$ cat config.mk
export PLATFORM = sky130hd
export DESIGN_NAME = reg_scoreboard
export DESIGN_NICKNAME = d
export VERILOG_FILES = /design/src/rtl/ctrl_pkg.sv /design/src/rtl/sb_entry.sv /design/src/rtl/reg_scoreboard.sv
export SDC_FILE = /design/constraint.sdc
export NUM_CORES = 1
export LEC_CHECK = 0
export BUFFER_PORTS_ARGS = -buffer_cell sky130_fd_sc_hd__clkbuf_2
export CORE_MARGIN = 10
export CORE_UTILIZATION = 50
export CTS_CLUSTER_DIAMETER = 50
export DETAILED_ROUTE_END_ITERATION = 12
export PLACE_DENSITY = 0.69
export SKIP_LAST_GASP = 1
export SYNTH_ARGS = -nofsm -noshare
export SYNTH_HDL_FRONTEND = slang
export SYNTH_SLANG_ARGS = --single-unit
$ cat constraint.sdc
create_clock -name clk -period 4.55 [get_ports clk]
set_input_delay 0.455 -clock clk [delete_from_list [all_inputs] [get_ports clk]]
set_output_delay 0.455 -clock clk [all_outputs]
set_load 0.02 [all_outputs]
$ cat src/rtl/ctrl_pkg.sv
// ============================================================================
// Module      : ctrl_pkg
// Description : Shared decode constants: producer latencies, register index
//               width, ALU opcodes and immediate formats.
// Revision    : 1.0 - initial release
// ============================================================================
`default_nettype none

package ctrl_pkg;

    localparam int RW       = 5;
    localparam int LAT_W    = 3;

    localparam int LAT_ALU  = 1;
    localparam int LAT_LOAD = 2;
    localparam int LAT_VAR  = 0;

    localparam logic [6:0] OP_ALU_R = 7'b0110011;
    localparam logic [6:0] OP_ALU_I = 7'b0010011;
    localparam logic [6:0] OP_LOAD  = 7'b0000011;
    localparam logic [6:0] OP_STORE = 7'b0100011;
    localparam logic [6:0] OP_BRANCH = 7'b1100011;
    localparam logic [6:0] OP_LUI   = 7'b0110111;
    localparam logic [6:0] OP_JAL   = 7'b1101111;

    typedef enum logic [2:0] {
        IMM_I = 3'd0,
        IMM_S = 3'd1,
        IMM_B = 3'd2,
        IMM_U = 3'd3,
        IMM_J = 3'd4
    } imm_type_e;

    // M-extension ops on OP_ALU_R (funct7=1) are variable latency.
    function automatic logic [LAT_W-1:0] lat_for_op(input logic [6:0] opcode,
                                                    input logic [6:0] funct7);
        logic [LAT_W-1:0] lat;
        lat = LAT_W'(LAT_ALU);
        if (opcode == OP_LOAD)
            lat = LAT_W'(LAT_LOAD);
        else if (opcode == OP_ALU_R && funct7 == 7'b0000001)
            lat = LAT_W'(LAT_VAR);
        return lat;
    endfunction

endpackage

`default_nettype wire

$ cat src/rtl/sb_entry.sv
// ============================================================================
// Module      : sb_entry
// Description : One scoreboard slot: latency countdown plus variable-latency
//               pending flag, with issue-set priority over decrement/clear.
// Revision    : 1.0 - initial release
// ============================================================================
`default_nettype none

module sb_entry #(
    parameter int LAT_W    = 3,
    parameter int FWD_DIST = 1
) (
    input  logic             clk,
    input  logic             rst_n,
    input  logic             i_set,
    input  logic [LAT_W-1:0] i_set_lat,
    input  logic             i_cpl,
    input  logic             i_flush,
    output logic [LAT_W-1:0] o_cnt,
    output logic             o_var,
    output logic             o_busy
);

    localparam logic [LAT_W-1:0] c_fwd = LAT_W'(FWD_DIST);

    logic [LAT_W-1:0] r_cnt;
    logic             r_var;

    always_ff @(posedge clk or negedge rst_n) begin
        if (!rst_n) begin
            r_cnt <= '0;
            r_var <= 1'b0;
        end else if (i_set) begin
            if (i_set_lat != '0) begin
                r_cnt <= i_set_lat;
            end else begin
                r_cnt <= '0;
                r_var <= 1'b1;
            end
        end else begin
            // Near-complete producers are older than the redirect and survive.
            if (i_flush && r_cnt > c_fwd)
                r_cnt <= '0;
            else if (r_cnt != '0)
                r_cnt <= r_cnt - 1'b1;
            if (i_cpl)
                r_var <= 1'b0;
        end
    end

    assign o_cnt  = r_cnt;
    assign o_var  = r_var;
    assign o_busy = (r_cnt != '0) | r_var;

endmodule

`default_nettype wire

$ cat src/rtl/reg_scoreboard.sv
// ============================================================================
// Module      : reg_scoreboard
// Description : Per-register write scoreboard beside ID: RAW/WAW stall and
//               forward-eligibility for fixed and variable latency producers.
// Revision    : 1.0 - initial release
// ============================================================================
`default_nettype none

module reg_scoreboard #(
    parameter int NREG     = 32,
    parameter int RW       = 5,
    parameter int LAT_W    = 3,
    parameter int FWD_DIST = 1
) (
    input  logic             clk,
    input  logic             rst_n,
    input  logic             issue_valid,
    input  logic [RW-1:0]    issue_rd,
    input  logic             issue_rd_we,
    input  logic [LAT_W-1:0] issue_lat,
    input  logic [RW-1:0]    rs1,
    input  logic [RW-1:0]    rs2,
    input  logic             rs1use,
    input  logic             rs2use,
    input  logic             cpl_valid,
    input  logic [RW-1:0]    cpl_rd,
    input  logic             flush,
    output logic             stall,
    output logic             issue_fire,
    output logic             rs1_fwd,
    output logic             rs2_fwd,
    output logic [NREG-1:0]  busy_vec
);

    import ctrl_pkg::*;

    localparam logic [LAT_W-1:0] c_fwd     = LAT_W'(FWD_DIST);
    localparam logic [LAT_W-1:0] c_lat_var = LAT_W'(LAT_VAR);

    logic [LAT_W-1:0] w_cnt [NREG];
    logic [NREG-1:0]  w_var;
    logic             w_rs1_chk, w_rs2_chk;
    logic             w_rs1_hard, w_rs2_hard;
    logic             w_rd_chk, w_waw;

    assign w_cnt[0]    = '0;
    assign w_var[0]    = 1'b0;
    assign busy_vec[0] = 1'b0;

    generate
        for (genvar r = 1; r < NREG; r++) begin : g_entry
            sb_entry #(
                .LAT_W    (LAT_W),
                .FWD_DIST (FWD_DIST)
            ) u_entry (
                .clk       (clk),
                .rst_n     (rst_n),
                .i_set     (issue_fire & issue_rd_we & (issue_rd == RW'(r))),
                .i_set_lat (issue_lat),
                .i_cpl     (cpl_valid & (cpl_rd == RW'(r))),
                .i_flush   (flush),
                .o_cnt     (w_cnt[r]),
                .o_var     (w_var[r]),
                .o_busy    (busy_vec[r])
            );
        end
    endgenerate

    assign w_rs1_chk  = rs1use & (rs1 != '0);
    assign w_rs2_chk  = rs2use & (rs2 != '0);
    assign w_rs1_hard = w_rs1_chk & (w_var[rs1] | (w_cnt[rs1] > c_fwd));
    assign w_rs2_hard = w_rs2_chk & (w_var[rs2] | (w_cnt[rs2] > c_fwd));
    assign rs1_fwd    = w_rs1_chk & busy_vec[rs1] & ~w_rs1_hard;
    assign rs2_fwd    = w_rs2_chk & busy_vec[rs2] & ~w_rs2_hard;

    // A new write may not retire before (or with) an older one to the same rd.
    assign w_rd_chk = issue_rd_we & (issue_rd != '0);
    assign w_waw    = w_rd_chk & (w_var[issue_rd]
                    | ((issue_lat != c_lat_var) & (w_cnt[issue_rd] >= issue_lat))
                    | ((issue_lat == c_lat_var) & (w_cnt[issue_rd] != '0)));

    assign stall      = issue_valid & (w_rs1_hard | w_rs2_hard | w_waw);
    assign issue_fire = issue_valid & ~stall & ~flush;

endmodule

`default_nettype wire

Yosys cells after proc, flatten, opt, wreduce, memory -nomap -nowiden

Cells that the tools add are included.
Widths: inputs -> output; s select.

Register bits: 124
Input bits: 31
Output and inout bits: 36
Word-level logic and storage cells: 685

Add/subtract/negate cells: 31
$lt $le $gt $ge: 40
Eq/ne operators: 93
Muxes and demuxes: 176
Bitwise gates (word level): 122
Reduce and logical (&&, ||, !) cells: 161

Operator list:

| cell                | number |
|---|---|
| $mux 3              | 100 |
| $reduce_bool 3->1   | 64 |
| $eq 5x5->1 const B  | 32 |
| $gt 3x1->1 const B  | 33 |
| $sub 3x1->3 const B | 31 |
| $eq 5x4->1 const B  | 16 |
| $and 1x1->1         | 78 |
| $mux 1              | 68 |
| $ne 2x2->1 const B  | 31 |
| $reduce_and 2->1    | 31 |
| $reduce_bool 2->1   | 31 |
| $bmux 3 s5          | 3 |
| $eq 5x3->1 const B  | 8 |
| $or 1x1->1          | 37 |
| $logic_and 1x1->1   | 31 |
| $bmux 1 s5          | 5 |
| $eq 5x2->1 const B  | 4 |
| $ge 6x6->1 const B  | 3 |
| $lt 5x6->1 const B  | 3 |
| $not 5->6           | 3 |
| $reduce_bool 5->1   | 3 |
| $eq 5x1->1 const B  | 2 |
| $not 1->1           | 4 |
| $ge 3x3->1          | 1 |
| $logic_not 3->1     | 1 |

Depth between registers and ports, before layout

Gate-level depths: netlist of the first run.

Depth in word-level cells: 18
Mapped depth: 18
Gate-level depth less buffers: 14

Modules after synthesis

Synthesis of the first run repeated with hierarchy kept, for this count alone.

Cells, all modules: 1273
Area, all modules: 11652.4 um2

Modules (own cells, without submodules):

| module                              | times used | cells each | area an instance (um2) | seq. area each (um2) |
|---|---|---|---|---|
| sb_entry at g_entry[13].u_entry ... | 28         | 29         | 276.5                  | 100.1 |
| reg_scoreboard                      | 1          | 383        | 3121.7                 | 0.0 |
| sb_entry at g_entry[10].u_entry ... | 3          | 26         | 262.8                  | 100.1 |

Least setup slack after synthesis of the first run

Ideal clock, no wire load.

Kind: in2reg
From: input port issue_rd[0]
To: register g_entry[1].u_entry.r_cnt[1]
Setup time: 125 ps
Data arrival time: 4031 ps
Required time: 4425 ps
Slack: 394 ps
Stages on the path: 17
Buffers on the path: 4
Path through: buf_2 -> buf_2 -> buf_1 -> nand3_1 -> and4b_1 -> a22oi_1 -> o21ai_1 -> ha_1 -> nand2b_1 -> a21o_1 -> a211o_1 -> or3_1 -> o211ai_1 -> o21bai_1 -> buf_2 -> or4b_4 -> mux2_4

Word-level cells in the longest chain between the ends: 17
Elaborated cells between the ends (all ways): 25
Those cells by class: order compare: 1; eq/ne: 1; mux: 6; bitwise: 14; reduce/logical: 3

Ends and longest elaborated chain:

| item                                                                | RTL line                                   | RTL |
|---|---|---|
| start, declared                                                     | reg_scoreboard.sv:18                       | `input logic [RW-1:0] issue_rd,` |
| $not 5->6 (implied by the code)                                     | reg_scoreboard.sv:79, reg_scoreboard.sv:80 |  |
| $bmux 3 s5                                                          | reg_scoreboard.sv:79, reg_scoreboard.sv:80 |  |
| $mux 3 (implied by the code) (2 in a row)                           | reg_scoreboard.sv:79, reg_scoreboard.sv:80 |  |
| $ge 3x3->1                                                          | reg_scoreboard.sv:79                       | `\| ((issue_lat != c_lat_var) & (w_cnt[issue_rd] >= issue_lat))` |
| $and 1x1->1                                                         | reg_scoreboard.sv:79                       |  |
| $or 1x1->1                                                          | reg_scoreboard.sv:79                       |  |
| $or 1x1->1                                                          | reg_scoreboard.sv:80                       | `\| ((issue_lat == c_lat_var) & (w_cnt[issue_rd] != '0)));` |
| $and 1x1->1                                                         | reg_scoreboard.sv:78                       | `assign w_waw = w_rd_chk & (w_var[issue_rd]` |
| $or 1x1->1                                                          | reg_scoreboard.sv:82                       | `assign stall = issue_valid & (w_rs1_hard \| w_rs2_hard \| w_waw);` |
| $and 1x1->1                                                         | reg_scoreboard.sv:82                       |  |
| $not 1->1                                                           | reg_scoreboard.sv:83                       | `assign issue_fire = issue_valid & ~stall & ~flush;` |
| $and 1x1->1 (2 in a row)                                            | reg_scoreboard.sv:83                       |  |
| $and 1x1->1                                                         | reg_scoreboard.sv:58                       | `.i_set (issue_fire & issue_rd_we & (issue_rd == RW'(r))),` |
| $and 1x1->1 *                                                       | reg_scoreboard.sv:58                       |  |
| $reduce_bool 3->1 (no source line) / $mux 3 (equally long branches) | --                                         |  |
| end signal, assigned                                                | sb_entry.sv:35                             | `r_cnt <= i_set_lat;` |
| end signal, assigned                                                | sb_entry.sv:45                             | `r_cnt <= r_cnt - 1'b1;` |
| end, declared                                                       | sb_entry.sv:26                             | `logic [LAT_W-1:0] r_cnt;` |

Every way passes the cells marked *; elsewhere a longest branch is shown, timed or not. The select of a mux whose other input is x is not followed.
A chain may end at the register's enable or synchronous reset.

Worst setup path after layout of the first run

From: register g_entry[24].u_entry.r_cnt[0]
To: output port stall

Word-level cells in the longest chain between the ends: 10
Elaborated cells between the ends (all ways): 25
Those cells by class: order compare: 3; mux: 9; bitwise: 12; reduce/logical: 1

Ends and longest elaborated chain:

| item                                      | RTL line                                   | RTL |
|---|---|---|
| start, declared                           | sb_entry.sv:26                             |  |
| start signal, assigned                    | sb_entry.sv:35                             |  |
| start signal, assigned                    | sb_entry.sv:45                             |  |
| $bmux 3 s5                                | reg_scoreboard.sv:79, reg_scoreboard.sv:80 |  |
| $mux 3 (implied by the code) (2 in a row) | reg_scoreboard.sv:79, reg_scoreboard.sv:80 |  |
| $ge 3x3->1                                | reg_scoreboard.sv:79                       |  |
| $and 1x1->1                               | reg_scoreboard.sv:79                       |  |
| $or 1x1->1                                | reg_scoreboard.sv:79                       |  |
| $or 1x1->1                                | reg_scoreboard.sv:80                       |  |
| $and 1x1->1                               | reg_scoreboard.sv:78                       |  |
| $or 1x1->1 *                              | reg_scoreboard.sv:82                       |  |
| $and 1x1->1 *                             | reg_scoreboard.sv:82                       |  |
| end, declared                             | reg_scoreboard.sv:28                       | `output logic stall,` |

Marks and branches as above.

==> impl_metrics.ini, run 1 <==
[route]
avgRoutedWirePerCell_microns = 25.1
wirelength_mm = 40.9
vias_per_cell = 6.57
postRouteAntennaNets = 0
vias = 10700
first_iter_violations = 1493
drc = 0
dr.pass1.iters = 6

[global_routing]
antenna_found_initial = 0
grt_max_degree = 68
grt_pass1_wl_mm = 62.6
grt_pass1_vias = 10500
grtUsageTotal_pct = 28.3
overflow = 0

[cts]
cts_buffer_depth = 2
root_buffer = clkbuf_16
clock_latency_ns = 0.44
cts_tree = yes
clk_pin_slew_ns = 0.06
cts_sinks = 124
cts_hold_buf = 0
cts_buffers = 17
htreeDepth = 4

[floorplanning]
start_util_pct = 51.0
num_io_pins = 67
die_x_microns = 169
rows = 54
die_height_microns = 169
core-area_sq_um = 21800
die-area_sq_um = 28600

[sta]
min_period_over_period_pct = 98.3
final.setup_skew_ns = 0.00936
rsz0062_at_grt = no
tightest_slew_ns = 0.961
setup_violations = 0
drv_slew = 0
period_needed_ns = 4.47
relSlewSlack_pct = 34.3
hold_violations = 0
fmax_mhz = 224

[setup_path]
worstPathRequired_ns = 4.09
critical_path_arrival_ns = 4.02
critical-path-top-delay-family = compound AO/OA/AOI/OAI gates
cp-start-kind = register
slowest_stage = mux4_2
critPathKind = register to primary output
critPathMaxFanout = 7
crit_buf_inv = 2
r2r_slack_ns = 0.14
path_cells = mux4_2 > a2111oi_4 > nor2_1 > o21ai_1 > ha_1 > nand2b_1 > a21o_1 > a211o_1 > or3_1 > o211ai_1 > o21bai_4 > buf_6 > and2_4 > buf_6
cpPeakStageDelay_ns = 0.51
cp-end-kind = primary output
timing.critical_path.mode_cell = buf_6

[run]
max_cap_violations = 0

[yosys]
seq_area_frac_synth_pct = 27.9
ys_top_cells_by_area = dfrtp_1 28%, ha_1 7.3%, mux4_2 6.5%, mux2_2 6.3%, nor2_1 6.1%
synth_area_per_cell_sq_um = 8.69
synth.top_cells.by_count = 180 x nor2_1, 124 x dfrtp_1, 109 x inv_1
ys_types = 72
yosysWarnings = 0
syn_nets = 1375
synth_top_area_share_pct = 27.9
synth_cells = 1279
synth.most_common_cell = nor2_1
async_flop_share_pct = 100
synth-seq-cells = 124
synth_edf_count = 0
netlist_area_sq_um = 11100
synth_area_leader_cell = dfrtp_1
synth_top_flop_cell = dfrtp_1

[status]
status = finished clean

[placement]
port_buffers = 65
gp_routability_congestion = 1.06
dpl.hpwl_mm = 30.6
dp_cells = 1590

[finish]
area_growth_pct = 12.7
final_net_count = 1433
n_antenna_cell = 0
fillCellCount = 1970
fin_cells = 1630
layout-drive-gt1-share_pct = 22.0

[pwr]
fin_total_pwr_mw = 8.44
powerDensity_nw_per_um2 = 674
ir_drop_v = 0.000350
p_leak_nw = 5.61

[min_path]
hold_class = primary input to asynchronous set/reset pin
area by class of cell:
cell class	instances	area, sq um	share of cell area [%]
timing repair buffer	139	956	7.63
tap	280	350	2.80
clock buffer	21	470	3.75
multi-input combinational	946	7100	56.7
sequential	124	3100	24.8
clock inverter	11	141	1.13
inverter	109	409	3.27
through the flow:
step                      hold WS [ns]  setup TNS (ns)  instance area, sq um  setup WS (ns)  util (%)
after floorplan                  0.159               0                 11100          0.394         -
after global placement           0.553               0                 11800        0.00670      54.1
after detailed placement         0.557          -0.530                 11800        -0.0781      54.1
after CTS                        0.131               0                 12400         0.0165      57.0
after global routing             0.163               0                 12500        0.00108      57.4
final                           0.0925               0                 12500         0.0766      57.4
worst register-to-register path, cell delays in order, from the launching register on:
cell	delay, ns
dfrtp_1	0.43
mux4_2	0.51
a2111oi_4	0.39
nor2_1	0.10
o21ai_1	0.20
ha_1	0.26
nand2b_1	0.14
a21o_1	0.18
a211o_1	0.25
or3_1	0.36
o211ai_1	0.19
o21bai_4	0.14
buf_4	0.18
or4_1	0.62
mux2_1	0.35
routing by layer:
layer	up-vias	track usage, %	share of wire [%]
li1	4702	-	-
met1	5158	37.1	40
met2	703	42.5	43
met3	144	7.06	12
met4	0	14.1	5.2
met5	-	0	0
logic make-up after synthesis:
kind of cell / count (synthesis) / synth area share (%)
buf+inv: 209 / 8.57
xor+xnor: 31 / 2.44
flops: 124 / 27.9
simple gates: 459 / 20.6
mux: 152 / 18.6
compound gates: 238 / 14.6
other cells: 1 / 0.0337
fa+ha+maj: 65 / 7.31
flip-flops by register name (all words and copies together), names as in the netlist:
register,flops
g_entry.u_entry.o_var,31
g_entry.u_entry.o_cnt,93
layout by cell type (no fill, tap or decap), types with 12 or more instances in the layout:
cell,n
nand2_1,48
nor4_1,36
inv_1,109
mux4_2,32
clkbuf_2,63
nand3_1,17
mux2i_1,38
xor2_1,28
nor3_1,57
o21ai_0,19
ha_1,65
clkbuf_16,18
nand2b_1,41
buf_4,70
dfrtp_1,124
o32a_1,20
nor2_1,179
a21oi_1,89
nor2b_1,18
mux2_2,62
or3_1,18
o22ai_1,12
what timing repair did:
action / CTS / global route
cloned: 0 / 1
setup endpoints to repair: 2 / 3
setup buffers: 2 / 5
pin swaps: 1 / 8
resized for setup: 2 / 6
power breakdown:
| part | internal (mW) | switching [mW] |
|---|---|---|
| Sequential | 1.53 | 0.592 |
| Combinational | 2.25 | 2.62 |
| Clock | 0.901 | 0.548 |
| Total | 4.68 | 3.76 |
path summary, 6_finish.rpt:
| check | endpoint | cells after the start | from |
|---|---|---|---|
| setup / recovery | stall | 14 | g_entry[24].u_entry.o_cnt[0]$_DFFE_PN0P_ |
| hold / removal | g_entry[30].u_entry.o_cnt[2]$_DFFE_PN0P_ | 1 | rst_n |
| setup reg to reg | g_entry[15].u_entry.o_cnt[1]$_DFFE_PN0P_ | 14 | g_entry[24].u_entry.o_cnt[0]$_DFFE_PN0P_ |
| hold reg to reg | g_entry[23].u_entry.o_var$_DFFE_PN0P_ | 1 | g_entry[23].u_entry.o_var$_DFFE_PN0P_ |
| max in group asynchronous | g_entry[9].u_entry.o_cnt[2]$_DFFE_PN0P_ | 2 | rst_n |
| min in group clk | g_entry[2].u_entry.o_var$_DFFE_PN0P_ | 3 | issue_rd[4] |
Power figures use the tool's default switching activity.
==> run 2: changes to the inputs <==
--- a/config.mk
+++ b/config.mk
@@ -5,12 +5,12 @@
 export SDC_FILE = /design/constraint.sdc
 export NUM_CORES = 1
 export LEC_CHECK = 0
-export BUFFER_PORTS_ARGS = -buffer_cell sky130_fd_sc_hd__clkbuf_2
 export CORE_MARGIN = 10
 export CORE_UTILIZATION = 50
 export CTS_CLUSTER_DIAMETER = 50
 export DETAILED_ROUTE_END_ITERATION = 12
-export PLACE_DENSITY = 0.69
+export DONT_BUFFER_PORTS = 1
+export PLACE_DENSITY = 0.66
 export SKIP_LAST_GASP = 1
 export SYNTH_ARGS = -nofsm -noshare
 export SYNTH_HDL_FRONTEND = slang
==> impl_metrics.ini, run 2 (synthesis gave the netlist of run 1 again) <==
[setup_path]
r2r_slack_ns = 0.25
critPathKind = register to primary output
r2r_start = g_entry[26].u_entry.o_cnt[0]$_DFFE_PN0P_
cp-start-kind = register
worst-r2r-cell-count = 14
cp-end-kind = primary output
critical_path_arrival_ns = 3.95
worstPathRequired_ns = 4.09
critPathMaxFanout = 6
r2r_end = g_entry[17].u_entry.o_cnt[1]$_DFFE_PN0P_

[status]
status = finished with violations
violations = hold timing

[finish]
final_net_count = 1338
largest_reg_flops = 93
layout-drive-gt1-share_pct = 15.7
final_common_cell = nor2_1
area_growth_pct = 6.81
final_cell_mix = 178 x nor2_1, 124 x dfrtp_1, 109 x inv_1, 89 x a21oi_1, 65 x ha_1
fin_area_sq_um = 11900
n_antenna_cell = 0
fin_util_pct = 54.4
fillCellCount = 2023

[route]
wirelength_mm = 39.2
top_layer = met4
first_iter_violations = 1187
vias = 9986
drc = 0
met1Wirelength_mm = 15.7
vias_per_cell = 6.51
dr.pass1.iters = 6
wl_met3_mm = 4.58
avgRoutedWirePerCell_microns = 25.6
postRouteAntennaNets = 0
wl_met2_mm = 17.4

[sta]
final.setup_skew_ns = 0.00668
period_needed_ns = 4.41
timing.hold.ws_ns = -0.0000290
relSlewSlack_pct = 43.1
setup_violations = 0
tns_ns = 0
rsz0062_at_grt = no
hold_violations = 1
tightest_slew_ns = 0.852
min_period_over_period_pct = 96.8
drv_slew = 0
fmax_mhz = 227

[cts]
root_buffer = clkbuf_16
clk_pin_slew_ns = 0.06
htreeDepth = 4
cts_buffers = 17
cts_sinks = 124
clock_latency_ns = 0.43
cts_buffer_depth = 2
cts_tree = yes

[pwr]
fin_total_pwr_mw = 8.00
p_sw_mw = 3.54
ir_drop_v = 0.000295
powerDensity_nw_per_um2 = 674
p_int_mw = 4.46
sw_frac_of_total_pct = 44.2
p_leak_nw = 5.15
p_clk_share_pct = 17.0
combPwrFrac_pct = 57.3
p_seq_share_pct = 25.7

[global_routing]
grtUsageTotal_pct = 26.9
overflow = 0
grt_pass1_vias = 9494
grt_max_degree = 125
grt_pass1_wl_mm = 58.9
antenna_found_initial = 0

[floorplanning]
die_x_microns = 169
core-area_sq_um = 21800
start_util_pct = 51.0
rows = 54
num_io_pins = 67
die_height_microns = 169
die-area_sq_um = 28600

[placement]
port_buffers = 0
dpl.hpwl_mm = 28.5
placed_area_sq_um = 11200
gp_routability_congestion = 1.04

[run]
max_cap_violations = 0

[min_path]
hold_class = primary input to asynchronous set/reset pin
## run 2: worst max-delay path, cell delays in order (launching register included)
cell and delay [ns]:
dfrtp_1 0.40, mux4_2 0.53, a2111oi_4 0.37, nor2_1 0.07
o21ai_1 0.17, ha_1 0.25, nand2b_1 0.14, a21o_1 0.18
a211o_1 0.28, or3_1 0.30, o211ai_1 0.23, o21bai_4 0.19
buf_4 0.19, and2_1 0.23
## run 2: area by class of cell
| type | instances | area [sq um] | area share, % |
|---|---|---|---|
| inverters | 109 | 409 | 3.45 |
| flip-flops and latches | 124 | 3100 | 26.1 |
| repair buffers | 44 | 350 | 2.95 |
| multi-input cells | 946 | 7100 | 59.8 |
| well taps | 280 | 350 | 2.95 |
| clock buffers | 24 | 472 | 3.97 |
| clock inverters | 7 | 90.1 | 0.759 |
## run 2: worst max-delay path by stage
| stage | from | to | slack, ns | cells after the start |
|---|---|---|---|---|
| 6_report | g_entry[26].u_entry.o_cnt[0]$_DFFE_PN0P_ | stall | 0.14 | 13 |
| 3_3_place_gp | issue_rd[1] | g_entry[15].u_entry.o_cnt[0]$_DFFE_PN0P_ | 0.02 | 13 |
| 5_1_grt | g_entry[12].u_entry.o_cnt[1]$_DFFE_PN0P_ | stall | 0.002 | 14 |
| 3_5_place_dp | issue_rd[1] | g_entry[15].u_entry.o_cnt[1]$_DFFE_PN0P_ | 0.03 | 13 |
| 2_1_floorplan | issue_rd[0] | g_entry[1].u_entry.o_cnt[1]$_DFFE_PN0P_ | 0.39 | 17 |
| 4_1_cts | g_entry[24].u_entry.o_cnt[0]$_DFFE_PN0P_ | stall | 0.02 | 13 |
## run 2: power groups by stage
stage	clock network [mW]	logic, mW	registers, mW
final	1.36	4.59	2.05
after CTS	1.37	4.56	2.04
after detailed placement	0	4.50	2.05
after global routing	1.41	5.14	2.10
after global placement	0	4.38	2.05
after floorplan	0	3.88	1.88
## run 2: routing by layer
metal | global-route usage [%] | up-vias
met4 | 10.5 | 0
met1 | 35.1 | 4818
met3 | 8.48 | 97
li1 | - | 4511
met2 | 40.8 | 560
met5 | 0 | -
## run 2: through the flow
step / setup WS (ns) / std cells / hold WS, ns
2_1_floorplan: 0.394 / 1279 / 0.159
4_1_cts: 0.0239 / 1532 / 0.0389
5_1_grt: 0.00205 / 1534 / 0.0467
3_5_place_dp: 0.0295 / 1500 / 0.168
3_3_place_gp: 0.0223 / 1500 / 0.168
6_report: 0.143 / 1534 / -0.0000290
## run 2: timing repair
action | CTS | global route
setup buffers | 0 | 2
pin swaps | 0 | 3
hold buffers | 1 | 0
endpoints found under the hold margin | 124 | 0
endpoints found under the setup margin | 2 | 2
resized for setup | 2 | 1
